--- src/rtl/apb_controller.sv ---
// APB side of the AHB-to-APB bridge. Takes the pipelined transfer
// information from the AHB slave stage and runs the two-cycle APB
// SETUP/ENABLE handshake toward up to NSEL peripherals. It also drives
// hready_out, which stalls the AHB master while a write is pending
// behind another write and while a read is in its SETUP cycle.
module apb_controller #(
    parameter int ADDR_W = 32,
    parameter int DATA_W = 32,
    parameter int NSEL   = 3
) (
    input  logic              hclk,
    input  logic              hresetn,
    input  logic              valid,
    input  logic              hwrite,
    input  logic              hwrite_reg,
    input  logic [ADDR_W-1:0] haddr,
    input  logic [ADDR_W-1:0] haddr_0,
    input  logic [ADDR_W-1:0] haddr_1,
    input  logic [DATA_W-1:0] hwdata,
    input  logic [DATA_W-1:0] hwdata_0,
    input  logic [DATA_W-1:0] hwdata_1,
    input  logic [NSEL-1:0]   temp_sel,
    input  logic [DATA_W-1:0] prdata,
    output logic [NSEL-1:0]   pselx,
    output logic              penable,
    output logic              pwrite,
    output logic [ADDR_W-1:0] paddr,
    output logic [DATA_W-1:0] pwdata,
    output logic              hready_out,
    output logic [DATA_W-1:0] hrdata
);

    // WRITEP / WENABLEP are the variants used while a second write
    // (or a read) is already queued behind the current APB write.
    typedef enum logic [2:0] {
        ST_IDLE     = 3'd0,
        ST_WWAIT    = 3'd1,
        ST_WRITE    = 3'd2,
        ST_WRITEP   = 3'd3,
        ST_WENABLE  = 3'd4,
        ST_WENABLEP = 3'd5,
        ST_READ     = 3'd6,
        ST_RENABLE  = 3'd7
    } state_t;

    state_t              state_reg;
    state_t              state_next;
    logic [NSEL-1:0]     pselx_reg;
    logic                penable_reg;
    logic                pwrite_reg;
    logic [ADDR_W-1:0]   paddr_reg;
    logic [DATA_W-1:0]   pwdata_reg;
    logic                hready_reg;

    // The two-deep write data delay is only kept for interface symmetry
    // with the slave stage; nothing in this block consumes it.
    logic unused_hwdata_1;
    assign unused_hwdata_1 = ^hwdata_1;

    // Read data is passed straight back to the AHB side without a register.
    assign hrdata = prdata;

    assign pselx      = pselx_reg;
    assign penable    = penable_reg;
    assign pwrite     = pwrite_reg;
    assign paddr      = paddr_reg;
    assign pwdata     = pwdata_reg;
    assign hready_out = hready_reg;

    // Next-state decode; the registered outputs are built from this value.
    always_comb begin
        state_next = state_reg;
        case (state_reg)
            ST_IDLE: begin
                if (valid && hwrite)       state_next = ST_WWAIT;
                else if (valid && !hwrite) state_next = ST_READ;
                else                       state_next = ST_IDLE;
            end
            ST_WWAIT: begin
                state_next = valid ? ST_WRITEP : ST_WRITE;
            end
            ST_WRITE: begin
                state_next = valid ? ST_WENABLEP : ST_WENABLE;
            end
            ST_WRITEP: begin
                state_next = ST_WENABLEP;
            end
            ST_WENABLEP: begin
                if (!hwrite_reg)  state_next = ST_READ;
                else if (valid)   state_next = ST_WRITEP;
                else              state_next = ST_WRITE;
            end
            ST_WENABLE, ST_RENABLE: begin
                if (valid && !hwrite)     state_next = ST_READ;
                else if (valid && hwrite) state_next = ST_WWAIT;
                else                      state_next = ST_IDLE;
            end
            ST_READ: begin
                state_next = ST_RENABLE;
            end
            default: begin
                state_next = ST_IDLE;
            end
        endcase
    end

    // State register and registered APB/AHB outputs, set for the state being entered.
    always_ff @(posedge hclk) begin
        if (hresetn) begin
            state_reg   <= ST_IDLE;
            pselx_reg   <= '0;
            penable_reg <= 1'b0;
            pwrite_reg  <= 1'b0;
            paddr_reg   <= '0;
            pwdata_reg  <= '0;
            hready_reg  <= 1'b1;
        end else begin
            state_reg <= state_next;
            case (state_next)
                ST_READ: begin
                    pselx_reg   <= temp_sel;
                    pwrite_reg  <= 1'b0;
                    penable_reg <= 1'b0;
                    hready_reg  <= 1'b0;
                    // A read queued behind a write carries its address two stages back.
                    paddr_reg   <= (state_reg == ST_WENABLEP) ? haddr_1 : haddr;
                end
                ST_WRITE, ST_WRITEP: begin
                    pselx_reg   <= temp_sel;
                    pwrite_reg  <= 1'b1;
                    penable_reg <= 1'b0;
                    hready_reg  <= (state_next == ST_WRITE);
                    if (state_reg == ST_WENABLEP) begin
                        paddr_reg  <= haddr_1;
                        pwdata_reg <= hwdata_0;
                    end else begin
                        paddr_reg  <= haddr_0;
                        pwdata_reg <= hwdata;
                    end
                end
                ST_WENABLE, ST_WENABLEP, ST_RENABLE: begin
                    penable_reg <= 1'b1;
                    hready_reg  <= 1'b1;
                end
                default: begin
                    // IDLE and WWAIT: bus quiet, address/data/direction held.
                    pselx_reg   <= '0;
                    penable_reg <= 1'b0;
                    hready_reg  <= 1'b1;
                end
            endcase
        end
    end

endmodule

--- config.mk ---
export PLATFORM = sky130hd
export DESIGN_NAME = apb_controller
export DESIGN_NICKNAME = d
export VERILOG_FILES = /design/src/rtl/apb_controller.sv
export SDC_FILE = /design/constraint.sdc
export NUM_CORES = 1
export LEC_CHECK = 0
export ABC_CLOCK_PERIOD_IN_PS = 1900
export CORE_AREA = 2 2 131 133
export DETAILED_ROUTE_END_ITERATION = 8
export DIE_AREA = 0 0 133 135
export DONT_BUFFER_PORTS = 1
export PLACE_DENSITY = 0.37
export SLEW_MARGIN = 10
export SYNTH_ARGS = -nofsm -noshare
export SYNTH_HDL_FRONTEND = slang
export SYNTH_SLANG_ARGS = --single-unit
export TNS_END_PERCENT = 5
--- constraint.sdc ---
create_clock -name hclk -period 1.9 [get_ports hclk]
set_clock_uncertainty 0.1 [all_clocks]
set_input_delay 0.19 -clock hclk [delete_from_list [all_inputs] [get_ports hclk]]
set_output_delay 0.19 -clock hclk [all_outputs]
set_load 0.05 [all_outputs]
* Yosys cells after proc, flatten, opt, wreduce, memory -nomap -nowiden *
Index checks and enable logic that the tools add are counted.

word-level totals
  flip-flop bits (word level) = 73
  bits in latches = 0
  RAM bits = 0
  memory bits (read-only) = 0
  bits of input ports = 232
  logic and storage cells = 45
  memories kept = 0

cells by class
  add/subtract/negate cells = 0
  multipliers = 0
  divide/modulo/power cells = 0
  magnitude comparators = 0
  equal/unequal tests = 13
  shifts and indexed selects = 0
  muxes and demuxes = 16
  bitwise operators = 0
  reduce and logical (&&, ||, !) cells = 9

operators by type and width
  kind                                                              number
  32-bit two-way mux                                                3
  32-bit case mux with 2 select lines                               1
  3-bit == test (second input constant)                             8
  3-bit case mux with 7 select lines                                1
  3-bit by 2-bit == test with 1-bit output (second input constant)  4
  3-bit two-way mux                                                 4
  3-bit case mux with 2 select lines                                1
  3-bit OR reduction                                                2
  1-bit two-way mux                                                 4
  1-bit case mux with 2 select lines                                2
  2-bit OR reduction                                                2
  3-bit by 1-bit == test with 1-bit output (second input constant)  1
  3-bit zero test                                                   1
  1-bit logical AND                                                 2
  2-bit nonzero test                                                1
  1-bit zero test                                                   1

* Longest topological paths before layout *
Gate-level depths: netlist (run 1).

  depth in word-level cells = 8
  gate-level depth with buffers = 6
  mapped depth without buffers = 3

* Worst setup path after synthesis (run 1) *
Ideal clock, no wire load.

  path kind = register to register
  from = register state_reg[0]
  to = register paddr_reg[3] (netlist: paddr[3])
  library setup time = 117 ps
  arrival = 1,325 ps
  data required time = 1,683 ps
  slack = 358 ps
  cell stages (with the launch flop) = 7
  buffers on the path = 3
  clock period less this slack = 1,542 ps
  path through = dfxtp_1 -> buf_4 -> nor2b_4 -> buf_6 -> buf_2 -> or2_2 -> a32o_1

on the way
  cells in the longest elaborated chain, start to end = 6
  elaborated cells on any way between the ends = 18
  those cells by class = eq/ne (10); mux (4); reduce/logical (4)

ends and longest elaborated chain
  what                                                                              line  source
  start: declaration                                                                46    state_t state_reg;
  start signal: assignment                                                          118   state_reg <= state_next;
  3-bit == test                                                                     73    case (state_reg)
  2-bit OR reduction                                                                73
  3-bit case mux with 7 select lines                                                73
  3-bit by 2-bit == test with 1-bit output                                          119   case (state_next)
  2-bit OR reduction                                                                -
  32-bit case mux with 2 select lines / 2-bit nonzero test (equally long branches)  -
  end signal: assignment                                                            126   paddr_reg <= (state_reg == ST_WENABLEP) ? haddr_1 : haddr;
  end signal: assignment                                                            134   paddr_reg <= haddr_1;
  end signal: assignment                                                            137   paddr_reg <= haddr_0;
  end: declaration                                                                  51    logic [ADDR_W-1:0] paddr_reg;

Parallel ways exist; a longest one is shown, timed or not.
A chain may end at the register's enable or synchronous reset.

* Worst setup path in the final report (run 1) *
  from = register state_reg[0]
  to = register pwdata_reg[13] (netlist: pwdata[13])

on the way
  cells in the longest elaborated chain, start to end = 5
  elaborated cells on any way between the ends = 14
  those cells by class = eq/ne (9); mux (2); reduce/logical (3)

ends and longest elaborated chain
  what                                      line  source
  3-bit == test                             73
  2-bit OR reduction                        73
  3-bit case mux with 7 select lines        73
  3-bit by 2-bit == test with 1-bit output  119
  2-bit OR reduction                        -
  end signal: assignment                    135   pwdata_reg <= hwdata_0;
  end signal: assignment                    138   pwdata_reg <= hwdata;
  end: declaration                          52    logic [DATA_W-1:0] pwdata_reg;

Parallel ways exist; a longest one is shown, timed or not.

==> results of run 1 <==
-- layout by cell type, fill, tap and decap left out, drive strengths merged --
cell type / count
nor3: 5
bufinv: 4
a21bo: 2
and2: 1
o21ai: 3
a211oi: 3
clkbuf: 10
nand2: 96
inv: 2
and3b: 1
a22o: 3
nor2: 2
dfxtp: 73
clkinvlp: 1
a21oi: 32
a21boi: 1
dlygate4sd3: 77
mux2i: 33
a32o: 33
nand2b: 1
buf: 42
nand3b: 1
o32ai: 1
or3b: 1
a311oi: 32
or2: 32
nor2b: 2
-- layer usage --
metal / routed length (um) / vias up / global-route usage (%)
met5: 0 / - / 0
met4: 279 / 0 / 6.87
met3: 1190 / 28 / 4.28
met2: 6230 / 203 / 24.8
met1: 4250 / 1598 / 12.4
li1: - / 1639 / -
-- per-stage QoR --
stage,std cells,worst slack [ns],power [mW]
finish,714,0.152,5.26
global route,714,0.0460,5.50
CTS,713,0.00377,5.35
detailed placement,621,0.0105,3.04
global placement,621,0.0612,3.03
floorplan,434,0.358,2.97
-- synthesized netlist by cell type, types with 2 or more instances --
cell type,n,share of area [%]
inv_1,2,0.20
or2_2,10,1.6
or2_0,20,3.3
a21bo_2,2,0.53
a311oi_1,32,7.4
dfxtp_1,73,39
a32o_1,33,8.7
buf_2,15,2.0
buf_4,41,8.1
clkbuf_1,16,1.6
o21ai_0,3,0.40
a22o_1,3,0.69
nand2_1,96,9.5
a211oi_1,2,0.40
or2_1,2,0.33
nor2_1,2,0.20
mux2i_1,33,8.7
nor3_1,5,0.66
a21oi_1,32,4.2
-- area by class of cell --
type / instances / area [um^2] / share of cell area, %
Multi-Input combinational cell: 285 / 1890 / 36.4
Sequential cell: 73 / 1460 / 28.2
Timing Repair Buffer: 119 / 1190 / 22.9
Tap cell: 220 / 275 / 5.31
Clock buffer: 10 / 239 / 4.61
Clock inverter: 5 / 128 / 2.46
Inverter: 2 / 7.51 / 0.145
-- kinds of logic after synthesis --
family,count (synthesis),synth area share [%]
flops,73,38.5
buf+inv,76,12.3
compound gates,110,23.4
mux,33,8.70
simple gates,142,17.1
-- power by group through the flow --
stage / sequential [mW] / clock, mW / combinational (mW)
CTS: 2.10 / 2.20 / 1.05
global placement: 2.13 / 0 / 0.900
detailed placement: 2.13 / 0 / 0.909
global route: 2.11 / 2.26 / 1.13
finish: 2.10 / 2.11 / 1.04
floorplan: 2.28 / 0 / 0.697
-- timing repair --
| action | 4_1_cts | 5_1_grt |
|---|---|---|
| setup buffers | 0 | 0 |
| endpoints found under the setup margin | 0 | 33 |
| hold buffers | 77 | 1 |
| endpoints found under the hold margin | 48 | 1 |
| resized for setup | 0 | 1 |
-- path summary, 6_finish.rpt --
check	endpoint	slack, ns	cells past startpoint
setup reg to reg	pwdata[13]	0.15	5
hold reg to reg	pwdata[27]	0.42	2
setup / recovery	pwdata[13]	0.15	5
hold / removal	paddr[4]	0.02	2
-- critical path, cell delays in order, from the launching register on --
cell and delay, ns:
dfxtp_2 0.42, nor2b_4 0.21, buf_12 0.27, and2_1 0.23, buf_12 0.20, a311oi_1 0.12
==> impl_results.md, run 1 <==
* Port Buffers at 0
* Sequential share of the synthesized area at 38.5%
* Post-synthesis cell count at 434
* Final period util at 92.0%
* Design area at 5190 um^2
* Clk Latency, worst-skew pair at 0.33 ns
* Layout cell share with drive strength beyond 1 at 15.2%
* Worst setup path startpoint: state_reg[0]
* Largest net degree at the start of global routing at 76
* # clock sinks at 73
* Outcome: completed
* Worst reg2reg startpoint: state_reg[0]
* WHS at 0.0210 ns
* # rows at 47
* Yosys cell types at 31
* Mapped cell area at 3790 um^2
* Hold_sp: haddr[4]
* Fin. Hold Viols at 0
* Wire per inst at 16.7 um
* CORE AREA at 16400 um^2
* Sequential Power Share at 39.9%
* Post-DRT Antenna Nets at 0
* Detailed Routing Iterations Pass 1 at 4
* Fillers at 1653
* Worst Tran Pin Value at 0.546 ns
* Post-route DRC at 0
* Util after Layout at 31.6%
* Clk pin slew, worst setup/hold paths at 0.06 ns
* Antenna violations before repair at 0
* Starting density of the core at 23.1%
* Vias per Instance at 4.86
* Die area at 18000 um^2
* Max-cap violations at 0
* Gr ovfl total at 0
* FMAX at 572 MHz
* Number of H-tree levels at 3
* PD cells at 1010 nW/um^2
* Net count after synthesis at 666
* Top FF cell, synth: dfxtp_1
* Die X at 133 um
* Crit end category: register
* RSZ-0062 raised after global routing: no
* Detailed placement HPWL at 8.04 mm
* Slew Limit Fails at 0
* EDFF count, synth at 0
* Placed cell areas at 4030 um^2
* Internal at 3.59 mW
* 1st-iter DRT viols at 83
* Minimum clock period at 1.75 ns
* CTS tree: yes
* First-pass GRT wire length at 18.2 mm
* Crit path DAT at 1.85 ns
* Yosys reg bits at 73
* DRT Wirelength at 11.9 mm
* Post-synth ARST share at 0%
* Clock network power share at 40.2%
* Class of the worst hold path: in -> reg
* # nets final at 722
* Ys Warns at 0
* Psw at 1.66 mW
* Vias in the first global route at 3624
* Sum of negative setup slack at 0 ns
* Chip height at 135 um
* Worst vdd ir at 0.371 mV
* Leak Pwr at 1.88 nW
* Antenna diodes at 0
* Area delta synth->final at 36.7%
* Clock Root Buffer: clkbuf_16
* Slew margin rel. at 63.5%
* Average size of a mapped cell at 8.74 um^2
* I/O pin count at 334
* CP Launch Type: register
* GRT Util Overall at 13.0%
* Max FO, Critical Path at 75
* Kind of critical path: reg -> reg
* Num CTS Buffers at 9
* Via count at 3468
* Gate power share at 19.9%
* Clock Path Buffers at 2
* Routability cong. at 0.701
* Setup violations, final at 0
* CP Data Required Time at 2.00 ns
* Sw frac at 31.6%
Power figures use the tool's default switching activity.
==> inputs of run 2 (changes only) <==
--- a/config.mk
+++ b/config.mk
@@ -11,6 +11,7 @@
 export DIE_AREA = 0 0 133 135
 export DONT_BUFFER_PORTS = 1
 export PLACE_DENSITY = 0.37
+export SETUP_SLACK_MARGIN = 0.4
 export SLEW_MARGIN = 10
 export SYNTH_ARGS = -nofsm -noshare
 export SYNTH_HDL_FRONTEND = slang
==> run 2 against run 1 <==
Effect of this change:
- critical path depth is 1 higher
- global-route usage up 0.52 points
- clock power is 26% lower
- final cell count up 2.9%
- routed wire length increased by 12%
- sequential power barely moved
- maximum frequency increased by 9.8%
- clock-buffer cell count up 2
- total power down 7.6%
- sequential share of layout area is 1.3 points lower
- core utilization increased by 1.7 points
- critical path type unchanged
- critical endpoint is now paddr[24]
- highest routed layer unchanged
==> impl_results.md, run 2 (synthesis results as in run 1) <==
* Crit-path cells: nor2b_4, buf_12, buf_12, buf_16, or2_2, a32o_1 (was nor2b_4, buf_12, and2_1, buf_12, a311oi_1)
* Worst path bufs/invs at 3 (was 2)
* Most used cell, CP: buf_12 (unchanged)
* Slew margin rel. at 61.6% (was 63.5%)
* Number of H-tree levels at 3 (unchanged)
* 1st-iter DRT viols at 115 (was 83)
* PD cells at 888 nW/um^2 (was 1010 nW/um^2)
* Wire per inst at 18.3 um (was 16.7 um)
* Layout cell share with drive strength beyond 1 at 19.2% (was 15.2%)
* Clk pin slew, worst setup/hold paths at 0.06 ns (about the same)
* Util after Layout at 33.3% (was 31.6%)
* Crit path DAT at 1.71 ns (was 1.85 ns)
* Port Buffers at 0 (unchanged)
* Area delta synth->final at 44.0% (was 36.7%)
* FMAX at 628 MHz (was 572 MHz)
* DRT Wirelength at 13.4 mm (was 11.9 mm)
* Crit end category: register (unchanged)
* Worst vdd ir at 0.383 mV (was 0.371 mV)
* RSZ-0062 raised after global routing: yes (was no)
* First-pass GRT wire length at 19.1 mm (was 18.2 mm)
* # nets final at 743 (was 722)
* GRT Util Overall at 13.5% (was 13.0%)
* Fillers at 1673 (was 1653)
* Clock Root Buffer: clkbuf_16 (unchanged)
* Kind of critical path: reg -> reg (unchanged)
* # rows at 47 (unchanged)
* Antenna diodes at 0 (unchanged)
* Placed Cells at 623 (was 621)
* Max-cap violations at 0 (unchanged)
* Commonest non-fill, non-tap cell in the layout: nand2_1 (unchanged)
* CTS tree: yes (unchanged)
* Max FO, Critical Path at 7 (was 75)
* I/O pin count at 334 (unchanged)
* Gr ovfl total at 0 (unchanged)
* Vias per Instance at 4.92 (was 4.86)
* # clock sinks at 73 (unchanged)
* Antenna violations before repair at 0 (unchanged)
* Most frequent cells in the layout: 96 x nand2_1, 78 x dlygate4sd3_1, 70 x dfxtp_1, 41 x buf_4 (was 96 x nand2_1, 77 x dlygate4sd3_1, 71 x dfxtp_1, 34 x buf_4)
* Class of the worst hold path: in -> reg (unchanged)
* Fin. Hold Viols at 0 (unchanged)
* Setup violations, final at 0 (unchanged)
* CP Launch Type: register (unchanged)
* Detailed placement HPWL at 8.09 mm (was 8.04 mm)
* Minimum clock period at 1.59 ns (was 1.75 ns)
* Vias in the first global route at 3712 (was 3624)
* Pwr Total at 4.86 mW (was 5.26 mW)
* Starting density of the core at 23.1% (unchanged)
* Multi-input logic area at 1920 um^2 (was 1890 um^2)
* Leak Pwr at 2.01 nW (was 1.88 nW)
* Detailed Routing Iterations Pass 1 at 4 (unchanged)
* Chip height at 135 um (unchanged)
* Largest net degree at the start of global routing at 38 (was 76)
* Routability cong. at 0.708 (was 0.701)
* Slowest CP cell: dfxtp_4 (was dfxtp_2)
* FF/Latch Area at 1470 um^2 (was 1460 um^2)
* Outcome: completed (unchanged)
* CORE AREA at 16400 um^2 (unchanged)
* Post-route DRC at 0 (unchanged)
* Worst path max stage delay at 0.35 ns (was 0.42 ns)
* Slew Limit Fails at 0 (unchanged)
* Via count at 3617 (was 3468)
* Final non-filler cell total at 735 (was 714)
* Clk Latency, worst-skew pair at 0.33 ns (about the same)
* Final period util at 83.8% (was 92.0%)
* Worst path top cell family by delay: simple AND/OR/NAND/NOR gates (was buffers and inverters)
* Sum of negative setup slack at 0 ns (unchanged)
* CP Data Required Time at 2.02 ns (was 2.00 ns)
* Die area at 18000 um^2 (unchanged)
* Worst Tran Pin Value at 0.575 ns (was 0.546 ns)
* Clock Path Buffers at 2 (unchanged)
* Die X at 133 um (unchanged)
* Post-DRT Antenna Nets at 0 (unchanged)
* Num CTS Buffers at 9 (unchanged)
## run 2: cell types whose count changed in the layout (fill, tap and decap cells not counted), moves of 2 or more
cell	delta
clkbuf_1	+2
buf_6	+2
bufinv_16	-4
clkinv_2	+2
or2_4	+5
clkbuf_16	+4
or2_0	-2
buf_12	+5
dfxtp_2	-2
or2_2	-4
dfxtp_4	+3
buf_4	+7
buf_16	+2
## run 2: metrics by stage
| stage | cell area (um^2) | setup slack (ns) | hold slack (ns) |
|---|---|---|---|
| global placement | 4040 | 0.148 | 0.167 |
| global route | 5470 | 0.259 | 0.0156 |
| floorplan | 3830 | 0.389 | 0.223 |
| detailed placement | 4040 | 0.140 | 0.170 |
| CTS | 5250 | 0.348 | 0.000354 |
| finish | 5470 | 0.308 | 0.0189 |
## run 2: layout make-up
| cell class | instances | area share, % |
|---|---|---|
| multi-input combinational | 285 | 35.1 |
| timing repair buffer | 140 | 27.9 |
| sequential | 73 | 26.9 |
| tap | 220 | 5.04 |
| clock buffer | 12 | 4.51 |
| clock inverter | 3 | 0.321 |
| inverter | 2 | 0.137 |
## run 2: worst paths after layout
kind	startpoint	slack [ns]	cells past startpoint	end
min	haddr[12]	0.02	2	paddr[12]
max reg2reg	state_reg[0]	0.31	6	paddr[24]
max	state_reg[0]	0.31	6	paddr[24]
min reg2reg	pwdata[2]	0.44	2	pwdata[2]
## run 2: report_power, final
group,total (mW),leakage [nW],switching (mW),internal (mW)
logic,1.22,1.28,0.651,0.570
registers,2.07,0.601,0.387,1.68
clock network,1.57,0.128,0.657,0.909
total,4.86,2.01,1.69,3.16
## run 2: what timing repair did
| item | 4_1_cts | 5_1_grt |
|---|---|---|
| resized for setup | 12 | 13 |
| pin swaps | 0 | 8 |
| gates cloned | 2 | 4 |
| setup buffers | 5 | 7 |
| hold buffers | 78 | 1 |
| hold endpoints to repair | 49 | 1 |
| endpoints found under the setup margin | 71 | 69 |
## run 2: layer usage
| metal | vias to the layer above | share of wire, % | track usage [%] |
|---|---|---|---|
| met1 | 1706 | 37 | 13.6 |
| li1 | 1686 | - | - |
| met3 | 24 | 8.9 | 4.84 |
| met5 | - | 0 | 0 |
| met4 | 0 | 1.9 | 5.44 |
| met2 | 201 | 52 | 25.4 |
## run 2: worst register-to-register path, delay by kind of cell (launching register included)
family | cells | cell delay [ns]
flip-flops | 1 | 0.35
buffers and inverters | 3 | 0.40
AO/OA/AOI/OAI | 1 | 0.24
AND/OR/NAND/NOR | 2 | 0.40
==> inputs of run 3 (changes only) <==
--- a/config.mk
+++ b/config.mk
@@ -5,12 +5,13 @@
 export SDC_FILE = /design/constraint.sdc
 export NUM_CORES = 1
 export LEC_CHECK = 0
-export ABC_CLOCK_PERIOD_IN_PS = 1900
-export CORE_AREA = 2 2 131 133
+export ABC_AREA = 1
+export ABC_CLOCK_PERIOD_IN_PS = 1360
+export CORE_AREA = 2 2 129 131
 export DETAILED_ROUTE_END_ITERATION = 8
-export DIE_AREA = 0 0 133 135
+export DIE_AREA = 0 0 131 133
 export DONT_BUFFER_PORTS = 1
-export PLACE_DENSITY = 0.37
+export PLACE_DENSITY = 0.42
 export SETUP_SLACK_MARGIN = 0.4
 export SLEW_MARGIN = 10
 export SYNTH_ARGS = -nofsm -noshare
==> constraint.sdc (replaced) <==
create_clock -name hclk -period 1.36 [get_ports hclk]
set_clock_uncertainty 0.1 [all_clocks]
set_input_delay 0.136 -clock hclk [delete_from_list [all_inputs] [get_ports hclk]]
set_output_delay 0.136 -clock hclk [all_outputs]
set_load 0.05 [all_outputs]
==> run 3 against run 2 <==
Effect of this change:
- the flow now finishes with violations (hold timing, setup timing)
- total power rose by 120%
- sequential share of layout area fell by 5.1 points
- maximum frequency rose by 1.6%
- worst hold slack got worse by 0.27 ns
- die area fell by 3.0%
- sequential cell count did not move
- area after synthesis rose by 11%
- synthesized cell count rose by 57%
- routed wire length rose by 18%
- combinational power rose to 4.4 times the previous value
==> impl_results.md, run 3 <==
* Slew margin rel. at 65.6% (was 61.6%)
* First-pass GRT wire length at 21.2 mm (was 19.1 mm)
* Fin. Hold Viols at 40 (was 0)
* Slowest CP cell: dfxtp_2 (was dfxtp_4)
* Detailed placement HPWL at 9.76 mm (was 8.09 mm)
* # rows at 47 (unchanged)
* Vias per Instance at 4.65 (was 4.92)
* Failing checks: hold timing, setup timing
* Antenna diodes at 0 (unchanged)
* Post-route DRC at 0 (unchanged)
* Pre-CTS setup slack at -0.202 ns (was 0.140 ns)
* Setup violations, final at 69 (was 0)
* Die area at 17400 um^2 (was 18000 um^2)
* 1st-iter DRT viols at 159 (was 115)
* Die X at 131 um (was 133 um)
* Worst Tran Pin Value at 0.515 ns (was 0.575 ns)
* Clk Latency, worst-skew pair at 0.34 ns (was 0.33 ns)
* Max FO, Critical Path at 7 (unchanged)
* Number of H-tree levels at 3 (unchanged)
* Commonest non-fill, non-tap cell in the layout: nand2_1 (unchanged)
* Wire per inst at 15.4 um (was 18.3 um)
* Most numerous cell in the Yosys netlist: nand2_1 (unchanged)
* Gr ovfl total at 0 (unchanged)
* Pwr Total at 10.8 mW (was 4.86 mW)
* # clock sinks at 73 (unchanged)
* PD cells at 1600 nW/um^2 (was 888 nW/um^2)
* RSZ-0062 raised after global routing: yes (unchanged)
* Clock Path Buffers at 2 (unchanged)
* CORE AREA at 16200 um^2 (was 16400 um^2)
* Net count after synthesis at 915 (was 666)
* EDFF count, synth at 0 (unchanged)
* Post-DRT Antenna Nets at 0 (unchanged)
* Mapped cell area at 4210 um^2 (was 3790 um^2)
* I/O pin count at 334 (unchanged)
* Clock Root Buffer: clkbuf_16 (unchanged)
* Placed cell areas at 4950 um^2 (was 4040 um^2)
* Reg2reg setup slack at -0.21 ns (was 0.31 ns)
* Util after Layout at 41.8% (was 33.3%)
* Worst vdd ir at 0.778 mV (was 0.383 mV)
* Post-synthesis cell count at 683 (was 434)
* Starting density of the core at 26.0% (was 23.1%)
* Most frequent cells in the layout: 348 x nand2_1, 71 x buf_6, 67 x dlygate4sd3_1, 64 x dfxtp_1, 38 x nand3_1 (was 96 x nand2_1, 78 x dlygate4sd3_1, 70 x dfxtp_1, 41 x buf_4)
* FMAX at 638 MHz (was 628 MHz)
* Top FF cell, synth: dfxtp_1 (unchanged)
* CP Launch Type: register (unchanged)
* Crit end category: register (unchanged)
* Cell type with the largest total area after synthesis: dfxtp_1 (unchanged)
* Routability cong. at 0.788 (was 0.708)
* Sequential share of the synthesized area at 34.7% (was 38.5%)
* Largest net degree at the start of global routing at 47 (was 38)
* Kind of critical path: reg -> reg (unchanged)
* DRT Wirelength at 15.8 mm (was 13.4 mm)
* Worst Hold Depth at 1 (was 2)
* Via count at 4782 (was 3617)
* Minimum clock period at 1.57 ns (was 1.59 ns)
* Crit-path cells: buf_6, nand2_4, nand2_2, nand2_1, nand3_2, nand3_4, nand2_8, buf_6, nand2_1, a21oi_1 (was nor2b_4, buf_12, buf_12, buf_16, or2_2, a32o_1)
* Reg2reg path depth at 10 (was 6)
* Crit path DAT at 1.73 ns (was 1.71 ns)
* Area delta synth->final at 60.5% (was 44.0%)
* Ys Warns at 0 (unchanged)
* Antenna violations before repair at 0 (unchanged)
* Average size of a mapped cell at 6.16 um^2 (was 8.74 um^2)
* Port Buffers at 0 (unchanged)
* Hold Buf Count CTS at 67 (was 78)
* Final period util at 115% (was 83.8%)
* Yosys cell types at 23 (was 31)
* Slew Limit Fails at 0 (unchanged)
* Commonest cells post-synth: 365 x nand2_1, 73 x dfxtp_1, 40 x buf_4 (was 96 x nand2_1, 73 x dfxtp_1, 41 x buf_4)
* Vias in the first global route at 4425 (was 3712)
* Fillers at 1662 (was 1673)
* Worst path max stage delay at 0.36 ns (was 0.35 ns)
* Num CTS Buffers at 9 (unchanged)
* GRT Util Overall at 15.4% (was 13.5%)
* Largest cells by area after synthesis: dfxtp_1 35%, nand2_1 33%, buf_4 7.1%, a31oi_1 4.8%, nand3_1 4.6% (was dfxtp_1 39%, nand2_1 9.5%, a32o_1 8.7%, mux2i_1 8.7%, buf_4 8.1%)
* CTS tree: yes (unchanged)
* Setup WS post-layout at -0.207 ns (was 0.308 ns)
* Class of the worst hold path: in -> reg (unchanged)
* Leak Pwr at 3.20 nW (was 2.01 nW)
* Post-synth top area share at 34.7% (was 38.5%)
* Outcome: finished, violations left (was completed)
* Clk pin slew, worst setup/hold paths at 0.06 ns (about the same)
* WHS at -0.250 ns (was 0.0189 ns)
* Max-cap violations at 0 (unchanged)
* Chip height at 133 um (was 135 um)
* # nets final at 1035 (was 743)
* Post-synth ARST share at 0% (unchanged)
* Yosys reg bits at 73 (unchanged)
* Layout cell share with drive strength beyond 1 at 25.0% (was 19.2%)
* CP Data Required Time at 1.53 ns (was 2.02 ns)
* Detailed Routing Iterations Pass 1 at 4 (unchanged)
* Design area at 6760 um^2 (was 5470 um^2)
run 3: routing by layer:
layer | vias to the layer above | GRT usage [%] | wire, um
met3 | 19 | 4.81 | 1240
met1 | 2173 | 16.6 | 6290
met4 | 0 | 6.26 | 234
met5 | - | 0 | 0
li1 | 2400 | - | -
met2 | 190 | 27.5 | 8080
run 3: final timing paths:
kind	start	end
worst max register to register	state_reg[1]	paddr[18]
worst min register to register	pwrite	pwrite
worst min-delay path	hresetn	paddr[3]
worst max-delay path	state_reg[1]	paddr[18]
run 3: kinds of logic (layout without fill, tap and decap cells):
| kind of cell | after synthesis | in the layout | synth area share [%] |
|---|---|---|---|
| and+or+nand+nor | 420 | 420 | 39.6 |
| AOI/OAI and AO/OA | 101 | 101 | 13.3 |
| buffers and inverters | 89 | 214 | 12.4 |
| DFF | 73 | 73 | 34.7 |
run 3: worst max-delay path, delay by kind of cell (launching register included):
kind | cells | cell delay [ns]
AND/OR/NAND/NOR | 7 | 0.61
flip-flops | 1 | 0.36
buffers and inverters | 2 | 0.28
AO/OA/AOI/OAI | 1 | 0.13
run 3: cell type report:
cell class                      count  area [um^2]  area share, %
Multi-Input combinational cell    521         2420           35.8
Timing Repair Buffer              188         2230           32.9
Sequential cell                    73         1480           21.8
Tap cell                          220          275           4.07
Clock buffer                       10          239           3.54
Clock inverter                      6         65.1          0.963
Inverter                           10         57.6          0.852
run 3: report_power, final:
part / switching [mW] / internal (mW)
sequential: 0.365 / 2.58
clock: 0.962 / 1.48
combinational: 3.23 / 2.17
run 3: stage by stage:
stage	cells	TNS (ns)
after global routing	1028	-15.40
after CTS	1008	-6.91
after global placement	925	-6.15
after detailed placement	925	-8.02
final	1028	-9.23
after floorplan	683	-0.116
run 3: timing repair:
item	CTS	global route
pin swaps	2	24
setup endpoints to repair	143	143
buffers inserted	0	9
resized for setup	107	53
gates cloned	0	11
hold endpoints to repair	72	40
